`config.mk`:
```
export PLATFORM = sky130hd
export DESIGN_NAME = b16_accumulator
export DESIGN_NICKNAME = d
export VERILOG_FILES = /design/src/rtl/b16_pkg.sv /design/src/rtl/b16_adder.sv /design/src/rtl/b16_accumulator.sv
export SDC_FILE = /design/constraint.sdc
export NUM_CORES = 1
export LEC_CHECK = 0
export ABC_CLOCK_PERIOD_IN_PS = 22100
export CAP_MARGIN = 20
export CORE_MARGIN = 5
export CORE_UTILIZATION = 35
export CTS_CLUSTER_SIZE = 12
export DETAILED_ROUTE_END_ITERATION = 8
export PLACE_DENSITY = 0.67
export SETUP_SLACK_MARGIN = 0.15
export SYNTH_ARGS = -nofsm -noshare
export SYNTH_HDL_FRONTEND = slang
export SYNTH_SLANG_ARGS = --single-unit
```
`constraint.sdc`:
```
create_clock -name clk -period 22.1 [get_ports clk]
set_input_delay 4.42 -clock clk [delete_from_list [all_inputs] [get_ports clk]]
set_output_delay 4.42 -clock clk [all_outputs]
set_load 0.005 [all_outputs]
```
`src/rtl/b16_pkg.sv`:
```
// Shared definitions for the b16 datapath blocks: word width and the
// accumulator's state encoding.
package b16_pkg;

    localparam int WORD_W = 16;

    typedef enum logic {
        ACCUM = 1'b0,
        HOLD  = 1'b1
    } state_t;

endpackage

```
`src/rtl/b16_adder.sv`:
```
// 16-bit ripple-carry adder: S = A + B (mod 2^16), C = carry-out.
module b16_adder
    import b16_pkg::*;
(
    output logic [WORD_W-1:0] S,
    output logic              C,
    input  logic [WORD_W-1:0] A,
    input  logic [WORD_W-1:0] B
);

    logic [WORD_W:0] carry_chain;

    assign carry_chain[0] = 1'b0;

    for (genvar gi = 0; gi < WORD_W; gi++) begin : g_fa
        assign S[gi]               = A[gi] ^ B[gi] ^ carry_chain[gi];
        assign carry_chain[gi + 1] = (A[gi] & B[gi]) | (carry_chain[gi] & (A[gi] ^ B[gi]));
    end

    assign C = carry_chain[WORD_W];

endmodule

```
`src/rtl/b16_accumulator.sv`:
```
// Frame accumulator: sums COUNT 16-bit samples through one b16_adder,
// counting carry-outs so the full-precision total is recoverable.
module b16_accumulator
    import b16_pkg::*;
#(
    parameter int COUNT = 8,
    parameter int CW    = $clog2(COUNT + 1)
) (
    input  logic              clk,
    input  logic              rst,
    input  logic              flush,
    input  logic              in_valid,
    output logic              in_ready,
    input  logic [WORD_W-1:0] in_data,
    output logic              out_valid,
    input  logic              out_ready,
    output logic [WORD_W-1:0] out_sum,
    output logic [CW-1:0]     out_carries,
    output logic              out_ovf
);

    state_t            state_reg, state_next;
    logic [WORD_W-1:0] acc_reg;
    logic [CW-1:0]     cnt_reg;
    logic [CW-1:0]     carries_reg;
    logic [CW-1:0]     carries_next;
    logic [WORD_W-1:0] out_sum_reg;
    logic [CW-1:0]     out_carries_reg;
    logic              out_valid_reg;
    logic              out_ovf_reg;

    logic [WORD_W-1:0] add_sum;
    logic              add_carry;
    logic              accept;
    logic              last_sample;

    b16_adder u_adder (
        .S (add_sum),
        .C (add_carry),
        .A (acc_reg),
        .B (in_data)
    );

    // in_ready is a function of state and rst only, never of in_valid.
    assign in_ready     = (state_reg == ACCUM) && !rst;
    assign accept       = in_valid && in_ready;
    assign last_sample  = (cnt_reg == CW'(COUNT - 1));
    assign carries_next = carries_reg + CW'(add_carry);

    always_comb begin
        state_next = state_reg;
        case (state_reg)
            ACCUM:   if (accept && last_sample) state_next = HOLD;
            HOLD:    if (out_ready)             state_next = ACCUM;
            default: state_next = ACCUM;
        endcase
        if (flush) state_next = ACCUM;
    end

    always_ff @(posedge clk) begin
        if (rst) begin
            state_reg       <= ACCUM;
            acc_reg         <= '0;
            cnt_reg         <= '0;
            carries_reg     <= '0;
            out_valid_reg   <= 1'b0;
            out_sum_reg     <= '0;
            out_carries_reg <= '0;
            out_ovf_reg     <= 1'b0;
        end else begin
            state_reg     <= state_next;
            out_valid_reg <= (state_next == HOLD);
            // Flush outranks both a simultaneous accept and a result handoff.
            if (flush || (state_reg == HOLD && out_ready)) begin
                acc_reg     <= '0;
                cnt_reg     <= '0;
                carries_reg <= '0;
            end else if (accept) begin
                acc_reg     <= add_sum;
                cnt_reg     <= cnt_reg + CW'(1);
                carries_reg <= carries_next;
                if (last_sample) begin
                    out_sum_reg     <= add_sum;
                    out_carries_reg <= carries_next;
                    out_ovf_reg     <= (carries_next != '0);
                end
            end
        end
    end

    assign out_valid   = out_valid_reg;
    assign out_sum     = out_sum_reg;
    assign out_carries = out_carries_reg;
    assign out_ovf     = out_ovf_reg;

endmodule

```
==> results.cfg <==
[die]
die_w_um = 88
die_area_sq_um = 7740
start_util = 0.360
die_h_um = 88
ios = 44
fp-row-count = 28
core_area_sq_um = 5920

[timing]
max_slew_margin = 0.273
clock_skew_ns = 0.0102
finalMaxSlewViolations = 0
clock.fmax_mhz = 86.7
min_period_over_period = 0.522
finalHoldViolations = 0
finalSetupViolCount = 0
worst_pin_slew_ns = 1.09
min_period_ns = 11.54
fin_tns_setup_ns = 0
rsz0062_at_grt = no

[routing]
wl_um = 4840
avgRoutedWirePerCell_um = 14.0
vias = 1722
drt_iter0_markers = 90
route.detailed.drc = 0
vias_per_cell = 4.98
dr.pass1.iters = 4
met3_length_um = 186
ant_nets = 0
top_layer_used = met4
wl_met1_um = 2160
wl_met2_um = 2450

[cts]
htreeDepth = 2
cts_hold_buf = 0
clkSinkCount = 46
clock_path_buffers = 2
cts_setup_buffers = 0
clock-root-buffer = clkbuf_8
clock_latency_ns = 0.30
clk_pin_slew_worst_paths_ns = 0.08
ctsResizeCount = 0
cts_buffers = 5
cts_tree = built

[worst_setup_path]
crit_type = input port to flip-flop
crit_required_ns = 22.30
crit_arrival_ns = 11.74
cp_max_fo = 2
cp-start-kind = input port
startpoint = in_data[0]
r2r_start = acc_reg[0]$_SDFFE_PP0P_
crit_path_end_kind = flip-flop

[place]
placed_cell_area_sq_um = 2600
dp_hpwl_um = 3360
place_congestion = 0.795
port_buffers = 43
placedCellCount = 338

[synth]
ys_top_cells_by_area = dfxtp_1 43%, fa_1 14%, a21oi_1 10%
synth-edff-count = 0
yosysUniqueCellTypes = 28
synthArstFlopShare = 0
ys_seq_elements = 46
netlist_area_sq_um = 2130
yosysSeqAreaShare = 0.432
synthCells = 235
yosysTopAreaCell = dfxtp_1
yosys.area.top_type_share = 0.432
avgSynthCellArea_sq_um = 9.06
synth_nets = 275
synthFlopType = dfxtp_1
yosys_warnings = 0

[status]
status = finished, final reports clean

[layout]
fin_util = 0.454
n_fill_cell = 575
final_nets = 310
final_common_cell = dfxtp_1
mostFrequentLayoutCells = 46 x dfxtp_1, 44 x a21oi_1, 43 x clkdlybuf4s50_1, 36 x nand2_1, 19 x nand3_1
area_growth_pct = 26.3
stdcell_count = 346
layout-drive-gt1-share = 0.0443
fin_area_sq_um = 2690
diodes = 0

[pwr]
power_density_nw_per_um2 = 56.6
irDropWorstVdd_mv = 0.0251
power_leakage_nw = 0.927

[worst_hold_path]
min_path_type = flip-flop to flip-flop
hold_start = acc_reg[0]$_SDFFE_PP0P_

[global_route]
grt_remaining_overflow = 0
grt_pass1_vias = 1715
grt_pass1_wl_um = 8020
antenna_found_initial = 0
grt_max_degree = 29
grt_use_total = 0.133

[run]
cap_violations = 0
[logic make-up after synthesis]
group | after synthesis | synth area share
fa+ha+maj | 19 | 0.165
xor+xnor | 3 | 0.0123
buf+inv | 23 | 0.0505
compound gates | 70 | 0.172
simple gates | 74 | 0.169
flops | 46 | 0.432
[through the flow]
stage                     hold WS (ns)  setup slack, ns  power [mW]
after floorplan                  0.440            11.02      0.0946
after global routing             0.501            10.27       0.160
after global placement           0.448            10.43       0.101
after detailed placement         0.458            10.32       0.101
final                            0.465            10.56       0.152
after CTS                        0.469            10.54       0.154
[critical path, stage by stage]
cell             delay [ns]
clkdlybuf4s50_1        0.41
ha_1                   0.21
fa_1                   0.38
fa_1                   0.39
fa_1                   0.40
fa_1                   0.39
fa_1                   0.39
fa_1                   0.38
fa_1                   0.38
fa_1                   0.39
fa_1                   0.40
fa_1                   0.39
fa_1                   0.39
fa_1                   0.39
fa_1                   0.40
fa_1                   0.36
inv_1                  0.07
fa_1                   0.15
inv_1                  0.04
ha_1                   0.18
ha_1                   0.20
xor2_1                 0.23
nor3_1                 0.10
a311oi_1               0.30
[report_power, final]
part / internal [mW] / switching (mW)
sequential: 0.0837 / 0.000628
combinational: 0.00690 / 0.00805
clock: 0.0253 / 0.0278
total: 0.116 / 0.0365
[cell usage after synthesis, types with 4 or more instances]
cell	n
nand2_1	36
clkbuf_1	10
inv_1	6
dfxtp_1	46
nor2_1	4
buf_2	5
nand3_1	19
fa_1	15
o21ai_1	9
o21ai_0	12
a21oi_1	44
or3_1	4
ha_1	4
[routing by layer]
layer	track usage	vias up
li1	-	872
met1	0.165	818
met2	0.227	27
met3	0.0226	5
met4	0.0572	0
met5	0	-
[area by class of cell]
cell class | count | area, sq um | share of cell area
multi-input combinational | 166 | 1110 | 0.415
sequential | 46 | 921 | 0.342
timing repair buffer | 45 | 445 | 0.166
tap | 75 | 93.8 | 0.0349
clock buffer | 7 | 86.3 | 0.0321
inverter | 6 | 22.5 | 0.00838
clock inverter | 1 | 5.00 | 0.00186
[final timing paths]
| path | depth (start not counted) | slack, ns | endpoint |
|---|---|---|---|
| max | 24 | 10.56 | out_ovf$_SDFFE_PP0P_ |
| min | 2 | 0.47 | acc_reg[0]$_SDFFE_PP0P_ |
| max reg2reg | 23 | 14.80 | out_ovf$_SDFFE_PP0P_ |
| min reg2reg | 2 | 0.47 | acc_reg[0]$_SDFFE_PP0P_ |
(Power assumes the default switching activity.)
